===== config.mk =====
export PLATFORM = sky130hd
export DESIGN_NAME = fp_issue_ctrl
export DESIGN_NICKNAME = d
export VERILOG_FILES = /design/src/rtl/fp_issue_ctrl.sv
export SDC_FILE = /design/constraint.sdc
export NUM_CORES = 1
export LEC_CHECK = 0
export CAP_MARGIN = 20
export CORE_UTILIZATION = 42
export DETAILED_ROUTE_END_ITERATION = 8
export PLACE_DENSITY = 0.85
export SYNTH_ARGS = -nofsm -noshare
export SYNTH_HDL_FRONTEND = slang
export SYNTH_SLANG_ARGS = --single-unit

===== constraint.sdc =====
create_clock -name clk_i -period 3.85 [get_ports clk_i]
set_input_delay 0.5775 -clock clk_i [delete_from_list [all_inputs] [get_ports clk_i]]
set_output_delay 0.5775 -clock clk_i [all_outputs]
set_load 0.02 [all_outputs]

===== src/rtl/fp_issue_ctrl.sv =====
`default_nettype none
// ============================================================================
// Module   : fp_issue_ctrl
// Purpose  : FP issue stage between the decoder and the FPNEW FPU. It captures
//            one decoded op, holds it until RAW/WAW hazards clear, dispatches
//            it with a writeback tag and tracks in-flight ops. Illegal ops are
//            absorbed and reported, never issued.
// Config   : FP_ISSUE_SCOREBOARD_EN enables the per-register pending
//            scoreboard. Without it the FPU runs fully serialized.
// Revision : 1.0 - initial release
// ============================================================================
module fp_issue_ctrl #(
  parameter int MAX_OUTSTANDING = 4,
  parameter int CNT_W           = 4
) (
  input  logic       clk_i,
  input  logic       rst_i,
  input  logic       dec_valid_i,
  output logic       dec_ready_o,
  input  logic       dec_illegal_i,
  input  logic [3:0] dec_op_i,
  input  logic       dec_op_mod_i,
  input  logic [2:0] dec_rm_i,
  input  logic [4:0] dec_raddr_a_i,
  input  logic [4:0] dec_raddr_b_i,
  input  logic [4:0] dec_raddr_c_i,
  input  logic       dec_uses_c_i,
  input  logic [4:0] dec_waddr_i,
  input  logic       dec_fp_write_i,
  output logic       fpu_valid_o,
  input  logic       fpu_ready_i,
  output logic [3:0] fpu_op_o,
  output logic       fpu_op_mod_o,
  output logic [2:0] fpu_rm_o,
  output logic [4:0] fpu_raddr_a_o,
  output logic [4:0] fpu_raddr_b_o,
  output logic [4:0] fpu_raddr_c_o,
  output logic [5:0] fpu_tag_o,
  input  logic       wb_valid_i,
  input  logic [5:0] wb_tag_i,
  output logic       illegal_o,
  output logic       busy_o
);

  typedef enum logic [1:0] {
    IDLE  = 2'd0,
    STALL = 2'd1,
    ISSUE = 2'd2
  } state_e;

  state_e           state_q, state_d;
  logic [3:0]       op_q;
  logic             op_mod_q;
  logic [2:0]       rm_q;
  logic [4:0]       ra_q, rb_q, rc_q, waddr_q;
  logic             uses_c_q, fp_write_q;
  logic             illegal_q;
  logic [CNT_W-1:0] cnt_q, cnt_d;

  logic             capture;
  logic             issue_hs;
  logic             cnt_full;
  logic             hazard;

  assign dec_ready_o = (state_q == IDLE);
  assign capture     = dec_valid_i && dec_ready_o;
  assign issue_hs    = (state_q == ISSUE) && fpu_ready_i;
  assign cnt_full    = (cnt_q == CNT_W'(MAX_OUTSTANDING));

`ifdef FP_ISSUE_SCOREBOARD_EN
  logic [31:0] pending_q, pending_d;
  logic [31:0] set_vec, clr_vec;
  logic [4:0]  hz_ra, hz_rb, hz_rc, hz_wa;
  logic        hz_uses_c, hz_fpw;

  // Hazard check looks at the incoming op while idle, the held op otherwise
  always_comb begin
    hz_ra     = ra_q;
    hz_rb     = rb_q;
    hz_rc     = rc_q;
    hz_wa     = waddr_q;
    hz_uses_c = uses_c_q;
    hz_fpw    = fp_write_q;
    if (state_q == IDLE) begin
      hz_ra     = dec_raddr_a_i;
      hz_rb     = dec_raddr_b_i;
      hz_rc     = dec_raddr_c_i;
      hz_wa     = dec_waddr_i;
      hz_uses_c = dec_uses_c_i;
      hz_fpw    = dec_fp_write_i;
    end
  end

  // Only the registered scoreboard is consulted; a same-cycle clear waits a cycle
  assign hazard = pending_q[hz_ra] | pending_q[hz_rb]
                | (hz_uses_c & pending_q[hz_rc])
                | (hz_fpw & pending_q[hz_wa])
                | cnt_full;

  // Scoreboard next state: issue set is applied after writeback clear so set wins
  always_comb begin
    set_vec = '0;
    clr_vec = '0;
    if (issue_hs && fp_write_q) set_vec[waddr_q] = 1'b1;
    if (wb_valid_i && wb_tag_i[5]) clr_vec[wb_tag_i[4:0]] = 1'b1;
    pending_d = (pending_q & ~clr_vec) | set_vec;
  end

  // Pending-register scoreboard
  always_ff @(posedge clk_i) begin
    if (rst_i) pending_q <= '0;
    else       pending_q <= pending_d;
  end
`else
  // Fully serialized: any op in flight blocks the next one (cnt_full is implied)
  assign hazard = (cnt_q != '0) | cnt_full;

  logic unused_ok;
  assign unused_ok = ^{uses_c_q, wb_tag_i};
`endif

  // FSM next state
  always_comb begin
    state_d = state_q;
    unique case (state_q)
      IDLE:    if (capture && !dec_illegal_i) state_d = hazard ? STALL : ISSUE;
      STALL:   if (!hazard) state_d = ISSUE;
      ISSUE:   if (fpu_ready_i) state_d = IDLE;
      default: state_d = IDLE;
    endcase
  end

  // FSM state register
  always_ff @(posedge clk_i) begin
    if (rst_i) state_q <= IDLE;
    else       state_q <= state_d;
  end

  // Capture register for all decoder fields plus the illegal pulse
  always_ff @(posedge clk_i) begin
    if (rst_i) begin
      op_q       <= '0;
      op_mod_q   <= 1'b0;
      rm_q       <= '0;
      ra_q       <= '0;
      rb_q       <= '0;
      rc_q       <= '0;
      waddr_q    <= '0;
      uses_c_q   <= 1'b0;
      fp_write_q <= 1'b0;
      illegal_q  <= 1'b0;
    end else begin
      illegal_q <= capture && dec_illegal_i;
      if (capture) begin
        op_q       <= dec_op_i;
        op_mod_q   <= dec_op_mod_i;
        rm_q       <= dec_rm_i;
        ra_q       <= dec_raddr_a_i;
        rb_q       <= dec_raddr_b_i;
        rc_q       <= dec_raddr_c_i;
        waddr_q    <= dec_waddr_i;
        uses_c_q   <= dec_uses_c_i;
        fp_write_q <= dec_fp_write_i;
      end
    end
  end

  // Outstanding counter: issue and writeback in the same cycle cancel out
  always_comb begin
    cnt_d = cnt_q;
    if (issue_hs && !wb_valid_i)                      cnt_d = cnt_q + CNT_W'(1);
    else if (!issue_hs && wb_valid_i && cnt_q != '0) cnt_d = cnt_q - CNT_W'(1);
  end

  // Outstanding counter register
  always_ff @(posedge clk_i) begin
    if (rst_i) cnt_q <= '0;
    else       cnt_q <= cnt_d;
  end

  assign fpu_valid_o   = (state_q == ISSUE);
  assign fpu_op_o      = op_q;
  assign fpu_op_mod_o  = op_mod_q;
  assign fpu_rm_o      = rm_q;
  assign fpu_raddr_a_o = ra_q;
  assign fpu_raddr_b_o = rb_q;
  assign fpu_raddr_c_o = rc_q;
  assign fpu_tag_o     = {fp_write_q, waddr_q};
  assign illegal_o     = illegal_q;
  assign busy_o        = (state_q != IDLE) || (cnt_q != '0);

endmodule
`default_nettype wire


; ---- Word level (Yosys, flattened, before mapping)
; Index checks and enable logic that the tools add are counted.
[word_totals]
ff_bits = 36
output_inout_bits = 33
word_cells = 43
inputBits = 42
[classes]
muxes = 7
addsub = 2
bitwise_logic = 1
n_reduce_logical = 16
eq_ne = 6
[ops]
columns = cell, n
row1 = $mux 2, 4
row2 = $mux 4, 2
row3 = $logic_and 1x1->1, 7
row4 = $pmux 2 s3, 1
row5 = $add 4x1->4 const B, 1
row6 = $eq 4x3->1 const B, 1
row7 = $ne 2x1->1 const B, 2
row8 = $reduce_bool 2->1, 2
row9 = $reduce_bool 4->1, 1
row10 = $sub 4x1->4 const B, 1
row11 = $logic_not 1->1, 3
row12 = $reduce_and 3->1, 1
row13 = $eq 2x1->1 const B, 1
row14 = $eq 2x2->1 const B, 1
row15 = $logic_not 2->1, 1
row16 = $ne 2x2->1 const B, 1
row17 = $logic_or 1x1->1, 1
row18 = $or 1x1->1, 1

; ---- Logic depth before layout (Yosys ltp)
; Gate-level depths: netlist of the first run.
[depth]
word_depth = 7
depth_mapped = 7
ltp_nobuf = 7

; ---- Worst setup path before layout of the first run
; OpenSTA, ideal clock, no wires.
[synth_path]
path_kind = input port to flip-flop
from = in wb_valid_i
to = reg cnt_q[3]
n_path_buf = 0
path_slack_ps = 1748
path_stages = 7
setup_time_ps = 62
arrival_time_ps = 2040
cell_sequence = and4bb_2 > inv_1 > ha_1 > a21oi_1 > nand2_1 > or3_1 > nand3_1
[synth_via]
elab_chain_len = 3
[synth_rtl]
columns = item, line
row1 = "start, declared", 39  ; input logic wb_valid_i,
row2 = $logic_not 1->1 or $logic_and 1x1->1 (tied branches), "171, 172"
row3 = "$logic_and 1x1->1, on equally long branches", "171, 172"
row4 = $mux 4 or $reduce_bool 2->1 (tied branches), n/a
row5 = "end signal, assigned", 178  ; else cnt_q <= cnt_d;
row6 = "end, declared", 58  ; logic [CNT_W-1:0] cnt_q, cnt_d;
; Several ways; a longest one is shown, not always the timed one.
; A chain may end at the register's enable or synchronous reset.

; ---- Final worst setup path of the first run
[layout_path]
from = in fpu_ready_i
to = reg cnt_q[3]
[layout_via]
elab_chain_len = 5
[layout_rtl]
columns = item, line
row1 = "start, declared", 31  ; input logic fpu_ready_i,
row2 = $logic_and 1x1->1 *, 67  ; assign issue_hs = (state_q == ISSUE) && fpu_ready_i;
row3 = $logic_not 1->1, 172  ; else if (!issue_hs && wb_valid_i && cnt_q != '0) cnt_d = cnt_q - CNT_W'(1);
row4 = $logic_and 1x1->1 (2 in a row), 172
row5 = $reduce_bool 2->1 (no source line), n/a
; Mark *: on every way between the ends. The rest lies on a longest branch, timed or not.

==> impl_metrics.py, run 1 <==
metrics = {
    "run_status": {
        "status": "finished clean",
    },
    "drt": {
        "ant_nets": 0,
        "dr.pass1.iters": 4,
        "drtIter0Drc": 48,
        "vias": 1333,
        "wirelength_um": 3261,
        "wl_per_cell_um": 11.52,
        "routed_via_density": 4.710,
        "remaining_drc_errors": 0,
    },
    "layout": {
        "antenna_cells": 0,
        "final_area_mm2": 0.002147,
        "regArea_um2": 720.7,
        "drive_above_1_share": 0.03766,
        "final_nets": 284,
        "fill_cells": 268,
        "multi_input_area_um2": 635.6,
        "area_growth_pct": 50.53,
    },
    "min_path": {
        "holdPathEnd": "fpu_op_o[3]",
        "min_from": "fpu_op_o[3]",
        "hold_class": "reg2reg",
        "worstHoldPathCells": 2,
    },
    "grt": {
        "grt_pass1_wl_um": 5057,
        "antenna_found_initial": 0,
        "grt_pass1_vias": 1177,
        "grt_max_degree": 31,
        "busiest_layer": "met2",
        "use_met3": 0.08009,
        "use_met2": 0.3281,
        "gr-total-overflow": 0,
        "grt_use_total": 0.1940,
        "grtUsageMet1": 0.2166,
    },
    "clock_network": {
        "postCtsHoldBufs": 0,
        "cts_tree": "built",
        "cts_sinks": 36,
        "clk_latency_ns": 0.34,
        "cts_resized": 0,
        "clk_root_buffer_cell": "clkbuf_4",
        "cts_max_level": 2,
        "path_clk_slew_ns": 0.10,
        "clockBufferDepth": 2,
        "cts_setup_buffers": 0,
        "numCtsBuffers": 5,
    },
    "logic_synthesis": {
        "ys_top_cells_by_count": "nand2_1 (61), dfxtp_1 (36), a21oi_1 (33), clkbuf_1 (8)",
        "syn_avg_cell_area_um2": 8.104,
        "synth_async_sr_flop_share": 0,
        "netlist.area_leader.share": 0.5053,
        "yosys_warnings": 0,
        "synthTopCellsByArea": "dfxtp_1 (51%), nand2_1 (16%), a21oi_1 (12%)",
        "ys_ff_latch": 36,
        "synth_area_mm2": 0.001426,
        "synth_seq_area_share": 0.5053,
        "yosysUniqueCellTypes": 28,
        "yosysTopAreaCell": "dfxtp_1",
        "mappedNetlistNets": 221,
        "synthFlopType": "dfxtp_1",
        "synth-edff-count": 0,
        "synth_most_common_cell": "nand2_1",
        "netlist_instances": 176,
    },
    "worst_setup_path": {
        "crit_fanout": 7,
        "r2r_cells": 7,
        "timing.rr.start": "state_q[0]",
        "worstPathCellList": "clkdlybuf4s50_1, and4bb_2, inv_1, ha_1, a21oi_1, nand2_1, or3_1, nand3_1",
        "end_kind": "register",
        "r2r_end": "cnt_q[3]",
        "crit_family": "simple AND/OR/NAND/NOR gates",
        "worstPathRequired_ns": 4.14,
        "startpoint_type": "input pin",
        "path_buf_inv": 2,
        "crit_arrival_ns": 2.64,
        "crit_type": "in2reg",
        "critPathMaxStageDelay_ns": 0.49,
        "cp_slowest_cell": "clkdlybuf4s50_1",
        "rrSetupSlack_ns": 1.81,
    },
    "power": {
        "clkPwrFrac": 0.158,
        "irDropWorstVdd_mv": 0.4153,
        "switching_share": 0.3686,
        "p_switching_mw": 0.4287,
        "power_density_mw_per_mm2": 541.7,
        "leakage_nw": 0.8035,
        "pwr-share-comb": 0.426,
        "p_seq_frac": 0.416,
        "p_int_mw": 0.7343,
    },
    "place": {
        "port_buffers": 67,
        "place_area_mm2": 0.002101,
        "place.detailed.hpwl_um": 2212,
        "globalplace.congestion": 0.8312,
    },
    "floorplanning": {
        "die_h_um": 60.28,
        "start_util": 0.4560,
        "row_count": 20,
        "pin_count": 75,
        "die_x_um": 60.28,
        "die_area_mm2": 0.003633,
        "core-area_mm2": 0.003128,
    },
    "timing": {
        "relSlewSlack": 0.3117,
        "slew_violations": 0,
        "fmax_ghz": 0.4240,
        "min_period_ns": 2.358,
        "setup_viol": 0,
        "fin_worst_skew_ns": 0.005004,
        "rsz0062_at_grt": "no",
        "fin_crit_sh": 0.6126,
        "hold_viol_final": 0,
        "worstMarginPinSlew_ns": 1.032,
        "tns_ns": 0,
    },
    "flow_run": {
        "drv_cap": 0,
    },
}
power by group through the flow:
| stage | clock [mW] | sequential (mW) | combinational, mW |
|---|---|---|---|
| floorplan | 0 | 0.535 | 0.272 |
| global placement | 0 | 0.490 | 0.488 |
| detailed placement | 0 | 0.492 | 0.494 |
| CTS | 0.192 | 0.484 | 0.500 |
| global route | 0.209 | 0.491 | 0.547 |
| finish | 0.184 | 0.484 | 0.495 |
worst reg2reg max path: stages (launching register included):
cell and delay, ns:
dfxtp_1 0.35, and4bb_2 0.39, inv_1 0.13, ha_1 0.34, a21oi_1 0.22, nand2_1 0.12, or3_1 0.37, nand3_1 0.07
worst max-delay path by stage:
stage                     to         from  cells after the start  slack, ns
floorplan           cnt_q[3]   wb_valid_i                      7       1.75
global placement    cnt_q[3]  fpu_ready_i                      8       1.20
detailed placement  cnt_q[3]  fpu_ready_i                      8       1.18
CTS                 cnt_q[3]  fpu_ready_i                      8       1.51
global route        cnt_q[3]  fpu_ready_i                      8       1.32
finish              cnt_q[3]  fpu_ready_i                      8       1.49
placed cells by master, fill, tap and decap left out, types with 3 or more instances in the layout:
cell type,netlist,routed
clkdlybuf4s50_1,0,67
dfxtp_1,36,36
o21ai_1,3,3
nor2_1,3,3
inv_1,3,3
a21oi_1,33,33
nor3b_1,3,3
nand3b_1,3,3
clkbuf_4,0,5
nand2_1,61,61
metal layers:
layer	up-vias	wire length, µm
li1	702	-
met1	580	1390
met2	45	1535
met3	6	288
met4	0	46
met5	-	0
per-stage QoR:
| step | util | worst slack (ns) | total power [mW] | hold slack, ns | instances |
|---|---|---|---|---|---|
| 2_1_floorplan | - | 1.748 | 0.8075 | 0.4367 | 176 |
| 3_3_place_gp | 0.6716 | 1.200 | 0.9778 | 0.4411 | 276 |
| 3_5_place_dp | 0.6716 | 1.177 | 0.9862 | 0.4453 | 276 |
| 4_1_cts | 0.6864 | 1.506 | 1.176 | 0.4596 | 283 |
| 5_1_grt | 0.6864 | 1.319 | 1.248 | 0.4739 | 283 |
| 6_report | 0.6864 | 1.492 | 1.163 | 0.4560 | 283 |
logic make-up (layout without fill, tap and decap cells):
family | after synthesis | in the layout | share of synthesized area
and+or+nand+nor | 82 | 82 | 0.2667
AOI/OAI and AO/OA | 39 | 39 | 0.1412
DFF | 36 | 36 | 0.5053
buffers and inverters | 15 | 78 | 0.04912
adders and majority gates | 3 | 3 | 0.03158
xor gates and xnor gates | 1 | 1 | 0.006141
registers in the layout, indices dropped and copies added (netlist names):
register	cells
fpu_op_mod_o	1
state_q	2
illegal_o	1
waddr_q	5
fp_write_q	1
fpu_raddr_a_o	5
cnt_q	4
fpu_rm_o	3
fpu_op_o	4
fpu_raddr_c_o	5
fpu_raddr_b_o	5
cell type report:
class                           instances  share of cell area
Inverter                                3            0.005245
Sequential cell                        36              0.3357
Timing Repair Buffer                   68              0.3159
Multi-Input combinational cell        125              0.2960
Clock inverter                          1            0.002331
Clock buffer                            6             0.01923
Tap cell                               44             0.02564
Power figures use the tool's default switching activity.
==> run 2, diff against run 1 <==
CORE_UTILIZATION = 35   (was 42)
PLACE_DENSITY = 0.75   (was 0.85)
clock period = 2.1 ns   (was 3.85 ns; I/O delays follow)
==> impl_metrics.py, run 2 (synthesized netlist as in run 1, its figures left out) <==
metrics = {
    "run_status": {
        "status": "finished clean",
    },
    "drt": {
        "drt-met1-wl_um": 1531,
        "wl_per_cell_um": 11.53,
        "wl_met2_um": 1590,
        "ant_nets": 0,
        "top_layer": "met4",
        "dr.pass1.iters": 4,
        "wl_met3_um": 269,
        "drtIter0Drc": 101,
        "remaining_drc_errors": 0,
        "routed_via_density": 4.706,
        "wirelength_um": 3446,
        "vias": 1407,
    },
    "floorplanning": {
        "die_h_um": 65.84,
        "core-area_mm2": 0.003771,
        "row_count": 22,
        "start_util": 0.3782,
        "die_area_mm2": 0.004335,
        "die_x_um": 65.84,
        "pin_count": 75,
    },
    "timing": {
        "relSlewSlack": 0.8109,
        "setup_viol": 0,
        "tns_ns": 0,
        "fmax_ghz": 0.4962,
        "hold_viol_final": 0,
        "setup_ws_ns": 0.08470,
        "rsz0062_at_grt": "no",
        "slew_violations": 0,
        "fin_worst_skew_ns": 0.003708,
        "fin_crit_sh": 0.9597,
        "worstMarginPinSlew_ns": 0.2816,
        "min_period_ns": 2.015,
    },
    "layout": {
        "fill_cells": 360,
        "layout_commonest_cell": "clkdlybuf4s50_1",
        "instances_no_fill": 299,
        "drive_above_1_share": 0.08765,
        "antenna_cells": 0,
        "area_growth_pct": 59.91,
        "final_nets": 295,
        "final_cell_mix": "clkdlybuf4s50_1 (67), nand2_1 (61), dfxtp_1 (36), a21oi_1 (33), buf_4 (12)",
    },
    "worst_setup_path": {
        "startpoint_type": "register",
        "crit_family": "buffers and inverters",
        "worstPathRequired_ns": 1.78,
        "crit_fanout": 5,
        "timing.rr.start": "state_q[1]",
        "path_buf_inv": 1,
        "crit_arrival_ns": 1.70,
        "end_kind": "output port",
        "r2r_cells": 7,
        "crit_type": "reg2out",
        "rrSetupSlack_ns": 0.30,
        "cp_slowest_cell": "clkdlybuf4s50_1",
        "r2r_end": "cnt_q[3]",
        "critPathMaxStageDelay_ns": 0.55,
        "worstPathCellList": "nor4_4, nand2_1, clkdlybuf4s50_1",
    },
    "power": {
        "leakage_nw": 0.8779,
        "irDropWorstVdd_mv": 0.6729,
        "power_density_mw_per_mm2": 1046,
    },
    "grt": {
        "grt_pass1_wl_um": 5664,
        "grt_pass1_vias": 1326,
        "grt_max_degree": 25,
        "grt_use_total": 0.1726,
        "antenna_found_initial": 0,
        "gr-total-overflow": 0,
    },
    "clock_network": {
        "numCtsBuffers": 5,
        "cts_max_level": 2,
        "cts_setup_buffers": 0,
        "cts_resized": 0,
        "cts_tree": "built",
        "clockBufferDepth": 2,
        "clk_latency_ns": 0.28,
        "path_clk_slew_ns": 0.07,
        "postCtsHoldBufs": 0,
        "cts_sinks": 36,
        "clk_root_buffer_cell": "clkbuf_8",
    },
    "flow_run": {
        "drv_cap": 0,
    },
    "min_path": {
        "min_from": "fpu_raddr_a_o[0]",
        "worstHoldPathCells": 2,
        "hold_class": "reg2reg",
        "holdPathEnd": "fpu_raddr_a_o[0]",
    },
    "place": {
        "place_worst_setup_slack_ns": -0.08951,
        "port_buffers": 67,
        "globalplace.congestion": 0.9014,
        "placed_cells": 291,
        "place.detailed.hpwl_um": 2468,
    },
}
==> run 2: cell count changes in the layout (fill, tap and decap cells not counted) <==
cell / delta
buf_4: +11
clkbuf_4: -5
clkbuf_1: -1
clkbuf_8: +6
clkinv_2: +1
==> run 2: final cells by class <==
class / count / area, µm² / area share
timing repair buffer: 79 / 760.7 / 0.3335
sequential: 36 / 720.7 / 0.3160
multi-input combinational: 125 / 635.6 / 0.2787
clock buffer: 6 / 82.58 / 0.03620
tap: 48 / 60.06 / 0.02633
inverter: 3 / 11.26 / 0.004937
clock inverter: 2 / 10.01 / 0.004388
==> run 2: worst max-delay path by stage <==
stage,startpoint,to,depth (start not counted)
floorplan,state_q[0],cnt_q[3],7
global placement,wb_valid_i,cnt_q[3],8
detailed placement,wb_valid_i,cnt_q[3],8
CTS,cnt_q[0],busy_o,3
global route,cnt_q[0],busy_o,3
finish,cnt_q[0],busy_o,3
==> run 2: tightest hold or removal path: cells and delay by family (launching register included) <==
kind             cells  cell delay [ns]
flip-flops           1             0.31
AO/OA/AOI/OAI        1             0.05
AND/OR/NAND/NOR      1             0.05
==> run 2: through the flow <==
stage          cell area (µm²)  utilization  total power, mW  hold slack (ns)
6_report                  2281       0.6048            2.386           0.4528
3_5_place_dp              2188       0.5803            1.907           0.4457
4_1_cts                   2281       0.6048            2.412           0.4553
2_1_floorplan             1426            -            1.480           0.4367
3_3_place_gp              2188       0.5803            1.891           0.4411
5_1_grt                   2281       0.6048            2.554           0.4698
==> run 2: metal layers <==
layer | up-vias | GRT usage
li1 | 728 | -
met1 | 623 | 0.2115
met2 | 48 | 0.2806
met3 | 8 | 0.05000
met4 | 0 | 0.07065
met5 | - | 0
==> run 2: power breakdown <==
| part | total, mW | leakage [nW] | switching [mW] | internal, mW |
|---|---|---|---|---|
| logic | 0.999 | 0.531 | 0.504 | 0.495 |
| registers | 0.890 | 0.296 | 0.0925 | 0.797 |
| clock network | 0.498 | 0.0510 | 0.236 | 0.262 |
==> run 3, diff against run 2 <==
CTS_CLUSTER_SIZE = 24   (was not set)
==> results of run 3 <==
The final DEF is identical to that of run 2; final timing and power are the same.
